==> config.mk <==
export PLATFORM = sky130hd
export DESIGN_NAME = pll_div_bank
export DESIGN_NICKNAME = d
export VERILOG_FILES = /design/src/rtl/pll_div_pkg.sv /design/src/rtl/div_channel.sv /design/src/rtl/pll_div_bank.sv
export SDC_FILE = /design/constraint.sdc
export NUM_CORES = 2
export LEC_CHECK = 0
export ABC_AREA = 0
export CAP_MARGIN = 10
export CORE_MARGIN = 5
export CORE_UTILIZATION = 55
export DETAILED_ROUTE_END_ITERATION = 16
export DONT_BUFFER_PORTS = 1
export PLACE_DENSITY = 0.77
export SLEW_MARGIN = 20
export SYNTH_ARGS = -nofsm -noshare
export SYNTH_HDL_FRONTEND = slang
export SYNTH_HIERARCHICAL = 1
export SYNTH_SLANG_ARGS = --single-unit
export TNS_END_PERCENT = 10
==> constraint.sdc <==
create_clock -name clk -period 6 [get_ports clk]
set_input_delay 1.2 -clock clk [delete_from_list [all_inputs] [get_ports clk]]
set_output_delay 1.2 -clock clk [all_outputs]
set_load 0.02 [all_outputs]
==> src/rtl/pll_div_pkg.sv <==
// rtl/pll_div_pkg.sv - shared channel state type, channel-index width and config validity check
package pll_div_pkg;

    typedef enum logic [1:0] {
        CH_START = 2'd0,
        CH_DELAY = 2'd1,
        CH_RUN   = 2'd2
    } ch_state_t;

    // Channel index width; a single-channel bank still needs a 1-bit select.
    function automatic int ch_width(input int num_out);
        return (num_out <= 1) ? 1 : $clog2(num_out);
    endfunction

    // A request is legal only if it names a real channel and the waveform
    // fields describe a period with at least one high and one low cycle.
    function automatic logic cfg_ok(input int unsigned ch, input int unsigned num_out,
                                    input int unsigned divide, input int unsigned high,
                                    input int unsigned phase);
        return (ch < num_out) && (divide >= 2) && (high >= 1) &&
               (high <= divide - 1) && (phase <= divide - 1);
    endfunction

endpackage

==> src/rtl/div_channel.sv <==
// rtl/div_channel.sv - one programmable divider channel with pending config applied at period boundary
module div_channel import pll_div_pkg::*; #(
    parameter int CNT_W          = 8,
    parameter int DEFAULT_DIVIDE = 2,
    parameter int DEFAULT_HIGH   = 1,
    parameter int DEFAULT_PHASE  = 0
) (
    input  logic             clk,
    input  logic             i_rst,
    input  logic             i_pwrdwn,
    input  logic             i_wr,
    input  logic [CNT_W-1:0] i_divide,
    input  logic [CNT_W-1:0] i_high,
    input  logic [CNT_W-1:0] i_phase,
    output logic             o_clk,
    output logic             o_running,
    output logic             o_pending
);

    localparam logic [CNT_W-1:0] ONE     = CNT_W'(1);
    localparam logic [CNT_W-1:0] DEF_DIV = CNT_W'(DEFAULT_DIVIDE);
    localparam logic [CNT_W-1:0] DEF_HI  = CNT_W'(DEFAULT_HIGH);
    localparam logic [CNT_W-1:0] DEF_PH  = CNT_W'(DEFAULT_PHASE);

    ch_state_t        r_state, w_state_n;
    logic [CNT_W-1:0] r_cnt, w_cnt_n, r_dly, w_dly_n;
    logic [CNT_W-1:0] r_div, w_div_n, r_high, w_high_n, r_phase, w_phase_n;
    logic [CNT_W-1:0] r_pdiv, w_pdiv_n, r_phigh, w_phigh_n, r_pphase, w_pphase_n;
    logic             r_pend, w_pend_n, r_clk, w_clk_n, w_boundary;

    assign w_boundary = (r_state == CH_RUN) && (r_cnt == r_div - ONE);

    // Next-state: power-down parks in START and promotes pending; otherwise run the divider
    always_comb begin
        w_state_n  = r_state;
        w_cnt_n    = r_cnt;
        w_dly_n    = r_dly;
        w_div_n    = r_div;
        w_high_n   = r_high;
        w_phase_n  = r_phase;
        w_pdiv_n   = r_pdiv;
        w_phigh_n  = r_phigh;
        w_pphase_n = r_pphase;
        w_pend_n   = r_pend;
        if (i_pwrdwn) begin
            w_state_n = CH_START;
            w_cnt_n   = '0;
            w_dly_n   = '0;
            if (r_pend) begin
                w_div_n   = r_pdiv;
                w_high_n  = r_phigh;
                w_phase_n = r_pphase;
                w_pend_n  = 1'b0;
            end
            // No boundary to wait for while powered down, so writes go straight to active.
            if (i_wr) begin
                w_div_n   = i_divide;
                w_high_n  = i_high;
                w_phase_n = i_phase;
            end
        end else begin
            case (r_state)
                CH_START: begin
                    w_cnt_n = '0;
                    if (r_phase == '0) begin
                        w_state_n = CH_RUN;
                    end else begin
                        w_state_n = CH_DELAY;
                        w_dly_n   = r_phase - ONE;
                    end
                end
                CH_DELAY: begin
                    if (r_dly == '0) begin
                        w_state_n = CH_RUN;
                        w_cnt_n   = '0;
                    end else begin
                        w_dly_n = r_dly - ONE;
                    end
                end
                CH_RUN: begin
                    if (w_boundary) begin
                        w_cnt_n = '0;
                        if (r_pend) begin
                            w_div_n   = r_pdiv;
                            w_high_n  = r_phigh;
                            w_phase_n = r_pphase;
                            w_pend_n  = 1'b0;
                            if (r_pphase != '0) begin
                                w_state_n = CH_DELAY;
                                w_dly_n   = r_pphase - ONE;
                            end
                        end
                    end else begin
                        w_cnt_n = r_cnt + ONE;
                    end
                end
                default: w_state_n = CH_START;
            endcase
            // Written after the boundary logic so a same-edge request waits a full period.
            if (i_wr) begin
                w_pend_n   = 1'b1;
                w_pdiv_n   = i_divide;
                w_phigh_n  = i_high;
                w_pphase_n = i_phase;
            end
        end
        w_clk_n = (w_state_n == CH_RUN) && (w_cnt_n < w_high_n);
    end

    // State, configuration and registered clock output
    always_ff @(posedge clk) begin
        if (i_rst) begin
            r_state  <= CH_START;
            r_cnt    <= '0;
            r_dly    <= '0;
            r_div    <= DEF_DIV;
            r_high   <= DEF_HI;
            r_phase  <= DEF_PH;
            r_pdiv   <= '0;
            r_phigh  <= '0;
            r_pphase <= '0;
            r_pend   <= 1'b0;
            r_clk    <= 1'b0;
        end else begin
            r_state  <= w_state_n;
            r_cnt    <= w_cnt_n;
            r_dly    <= w_dly_n;
            r_div    <= w_div_n;
            r_high   <= w_high_n;
            r_phase  <= w_phase_n;
            r_pdiv   <= w_pdiv_n;
            r_phigh  <= w_phigh_n;
            r_pphase <= w_pphase_n;
            r_pend   <= w_pend_n;
            r_clk    <= w_clk_n;
        end
    end

    assign o_clk     = r_clk;
    assign o_running = (r_state == CH_RUN);
    assign o_pending = r_pend;

endmodule

==> src/rtl/pll_div_bank.sv <==
// rtl/pll_div_bank.sv - bank of programmable VCO dividers with config port and settle-based lock
module pll_div_bank import pll_div_pkg::*; #(
    parameter  int NUM_OUT        = 7,
    parameter  int CNT_W          = 8,
    parameter  int LOCK_CYCLES    = 64,
    parameter  int DEFAULT_DIVIDE = 2,
    parameter  int DEFAULT_HIGH   = 1,
    parameter  int DEFAULT_PHASE  = 0,
    localparam int CH_W           = ch_width(NUM_OUT)
) (
    input  logic               clk,
    input  logic               RST,
    input  logic               PWRDWN,
    input  logic               cfg_valid,
    output logic               cfg_ready,
    input  logic [CH_W-1:0]    cfg_ch,
    input  logic [CNT_W-1:0]   cfg_divide,
    input  logic [CNT_W-1:0]   cfg_high,
    input  logic [CNT_W-1:0]   cfg_phase,
    output logic               cfg_err,
    output logic [NUM_OUT-1:0] clk_out,
    output logic               LOCKED
);

    localparam logic [15:0] LOCK_MAX = 16'(LOCK_CYCLES);

    logic [NUM_OUT-1:0] w_wr, w_run, w_pend;
    logic               w_accept, w_ok, r_err, r_locked;
    logic [15:0]        r_lock_cnt, w_lock_n;

    assign w_accept  = cfg_valid && cfg_ready;
    assign w_ok      = cfg_ok(32'(cfg_ch), 32'(NUM_OUT), 32'(cfg_divide),
                              32'(cfg_high), 32'(cfg_phase));
    // Only one update is ever in flight, so the bank is ready when no channel holds one.
    assign cfg_ready = ~|w_pend;

    for (genvar g = 0; g < NUM_OUT; g++) begin : g_ch
        assign w_wr[g] = w_accept && w_ok && (cfg_ch == CH_W'(g));
        div_channel #(
            .CNT_W          (CNT_W),
            .DEFAULT_DIVIDE (DEFAULT_DIVIDE),
            .DEFAULT_HIGH   (DEFAULT_HIGH),
            .DEFAULT_PHASE  (DEFAULT_PHASE)
        ) u_ch (
            .clk       (clk),
            .i_rst     (RST),
            .i_pwrdwn  (PWRDWN),
            .i_wr      (w_wr[g]),
            .i_divide  (cfg_divide),
            .i_high    (cfg_high),
            .i_phase   (cfg_phase),
            .o_clk     (clk_out[g]),
            .o_running (w_run[g]),
            .o_pending (w_pend[g])
        );
    end

    // Settle counter: restarts whenever the bank is not uniformly running, saturates at the target
    always_comb begin
        w_lock_n = r_lock_cnt;
        if (PWRDWN || (|w_pend) || !(&w_run)) begin
            w_lock_n = '0;
        end else if (r_lock_cnt != LOCK_MAX) begin
            w_lock_n = r_lock_cnt + 16'd1;
        end
    end

    // Lock counter, registered LOCKED and the one-cycle reject pulse
    always_ff @(posedge clk) begin
        if (RST) begin
            r_lock_cnt <= '0;
            r_locked   <= 1'b0;
            r_err      <= 1'b0;
        end else begin
            r_lock_cnt <= w_lock_n;
            r_locked   <= (w_lock_n == LOCK_MAX);
            r_err      <= w_accept && !w_ok;
        end
    end

    assign cfg_err = r_err;
    assign LOCKED  = r_locked;

endmodule

==> results_dict.tcl <==
set metrics [dict create \
    outcome "completed" \
    htreeDepth 2 \
    cts_root_buffer "clkbuf_16" \
    finalMaxSlewViolations 0 \
    skew_ns 0.01824 \
    postCtsSetupBuffers 0 \
    ios 41 \
    die_h_um 240.6 \
    yosys.area.top_type "dfxtp_1" \
    place_ws_ns 0.2183 \
    cts_resized 0 \
    clock_sinks 494 \
    cts.clk_slew.worst_paths_ns 0.06 \
    synth_enable_flop_cells 0 \
    synth_cells 3578 \
    via_per_inst 6.153 \
    hp-class "flop to flop" \
    cp-end-kind "flop" \
    async_flop_share_pct 0 \
    netlist.area_leader.share_pct 33.83 \
    numCtsBuffers 54 \
    drc 0 \
    setup_violations 0 \
    p_leak_uw 0.01131 \
    critPathLaunchType "input port" \
    rr_worst_depth 16 \
    maxCapViolCount 0 \
    dp_hpwl_um 49420 \
    slew-limit-headroom_pct 29.64 \
    synth_common_cells "nand2_1, dfxtp_1, a21oi_1" \
    antenna_left 0 \
    core_um2 52660 \
    grt.total_usage_pct 25.50 \
    grt_pass1_wl_um 122900 \
    p_per_area_nw_per_um2 243.5 \
    clk_path_buf_depth 3 \
    die_width_um 240.6 \
    cts_tree "done" \
    wl_um 77120 \
    yosys_warnings 6 \
    worstMarginPinSlew_ns 1.055 \
    cp.required_ns 6.55 \
    synth_area_leaders "dfxtp_1, nand2_1, a21oi_1, ha_1, mux2i_1" \
    num_rows 84 \
    min_period_over_period_pct 87.61 \
    first_iter_violations 2105 \
    endpoint "g_ch[5].u_ch/o_clk" \
    timing.final.ws_setup_ns 0.7434 \
    crit_path_start "cfg_divide[4]" \
    post_drt_wl_per_cell_um 18.50 \
    rr_startpoint "g_ch[2].u_ch/r_div[0]" \
    r2r_slack_ns 1.59 \
    design.die.area_um2 57870 \
    hold_buffers 0 \
    fmax_mhz 190.2 \
    critPathKind "input port to flop" \
    grt_pass1_vias 23630 \
    fillers 4637 \
    synth-seq-area-share_pct 33.83 \
    synth_area_um2 29240 \
    port_buffers 0 \
    r2r_end "g_ch[2].u_ch/o_clk" \
    initial_utilization_pct 55.52 \
    fin_nets 3582 \
    antenna_found_initial 2 \
    drive_above_1_share_pct 7.905 \
    gp_congestion 0.8786 \
    crit_fanout 17 \
    vias 25650 \
    drtPass1Iterations 5 \
    avgSynthCellArea_um2 8.171 \
    ys_types 81 \
    ys_ff_latch 494 \
    rsz0062_at_grt "false" \
    setup_tns_ns 0 \
    layout_min_cycle_time_ns 5.257 \
    syn_nets 3725 \
    arrival_ns 5.81 \
    synth-main-ff-cell "dfxtp_1" \
    grt-ovfl-total 0 \
    ir_drop_mv 0.2532 \
    hold_path_depth 2 \
    synthToLayoutAreaGrowth_pct 6.112 \
    hold_violations 0 \
    grt_max_degree 340 \
    yosysMostFrequentCell "nand2_1" \
    clk_latency_ns 0.61 \
]
[state kept, by name, summed over array words and instances (netlist names)]
signal,count
g_ch.u_ch/r_div,56
g_ch.u_ch/r_phase,56
g_ch.u_ch/r_pphase,56
g_ch.u_ch/o_clk,7
cfg_err,1
g_ch.u_ch/r_pdiv,56
LOCKED,1
g_ch.u_ch/r_phigh,56
g_ch.u_ch/r_dly,56
g_ch.u_ch/r_state,14
g_ch.u_ch/o_pending,7
g_ch.u_ch/r_high,56
r_lock_cnt,16
g_ch.u_ch/r_cnt,56
[worst min-delay path by stage]
stage / startpoint / end / slack [ns]
after floorplan: g_ch[0].u_ch/r_pdiv[0] / g_ch[0].u_ch/r_pdiv[0] / 0.43
after global placement: g_ch[4].u_ch/r_pdiv[4] / g_ch[4].u_ch/r_pdiv[4] / 0.44
after detailed placement: g_ch[4].u_ch/r_pdiv[4] / g_ch[4].u_ch/r_pdiv[4] / 0.44
after CTS: g_ch[4].u_ch/r_pdiv[4] / g_ch[4].u_ch/r_pdiv[4] / 0.45
after global routing: g_ch[0].u_ch/r_pdiv[7] / g_ch[0].u_ch/r_pdiv[7] / 0.46
final: g_ch[6].u_ch/r_pdiv[2] / g_ch[6].u_ch/r_pdiv[2] / 0.45
[stage by stage]
stage	hold slack [ns]	utilization, %	area, um2	power, uW	cells
after global routing	0.4635	58.91	31020	7820	4167
after detailed placement	0.4413	55.46	29200	4219	4067
after global placement	0.4363	55.46	29200	4204	4067
after floorplan	0.4311	-	29240	4151	3578
after CTS	0.4490	58.91	31020	7600	4167
final	0.4495	58.92	31020	7555	4168
[worst max-delay path: stages]
cell and delay (ns):
or4_2 0.69, nor2_1 0.14, xnor2_1 0.16, ha_1 0.29, a21o_2 0.24, o2111ai_2 0.18
nand2_2 0.08, o31a_1 0.39, nor4_1 0.53, inv_1 0.36, o211ai_1 0.27, o21a_1 0.18
ha_1 0.24, and4_1 0.21, o211ai_1 0.13, o211ai_1 0.14, nor3_1 0.20, o211a_1 0.17
[kinds of logic after synthesis]
logic type      Yosys count  share of synthesized area (%)
mux                     148                          5.101
flops                   494                          33.83
fa+ha+maj               116                          4.964
buf+inv                 315                          4.965
xor+xnor                132                          4.049
compound gates         1090                          25.43
simple gates           1283                          21.66
[area by class of cell]
cell class,instances,area [um2],share of cell area (%)
Inverter,89,334.1,1.077
Timing Repair Buffer,27,215.2,0.6937
Antenna cell,1,2.502,0.008066
Multi-Input combinational cell,2769,17900,57.71
Clock buffer,81,1637,5.275
Clock inverter,19,180.2,0.5808
Tap cell,688,860.8,2.775
Sequential cell,494,9889,31.88
[metal layers]
metal / GRT usage [%] / up-vias / share of wire, %
met4: 9.732 / 0 / 3.8
met1: 33.59 / 12180 / 44
met3: 5.462 / 158 / 7.4
met2: 41.29 / 740 / 45
met5: 0.2457 / - / 0
li1: - / 12570 / -
[placed cells by master, fill, tap and decap left out, types with 19 or more instances in the layout]
cell type,instances
a21oi_1,335
xor2_1,48
a22oi_1,65
mux2i_1,140
nor2b_1,30
o211a_1,26
clkbuf_16,57
a22o_1,27
or2_2,21
xnor2_1,82
buf_4,26
and2_1,26
dfxtp_1,494
o211ai_1,74
a31o_2,24
nor4_1,38
nand3b_1,97
nand2_1,531
o21a_1,148
nor2_1,284
nor3_1,34
ha_1,116
nand4_1,19
o21ai_0,188
nand2b_1,19
inv_1,89
a211oi_1,38
nand3_1,58
or4_1,36
[power by group]
group | switching [uW] | internal [uW]
Sequential | 60.0 | 3340
Combinational | 452 | 304
Clock | 1390 | 2010
Total | 1900 | 5660
(Power assumes the default switching activity.)
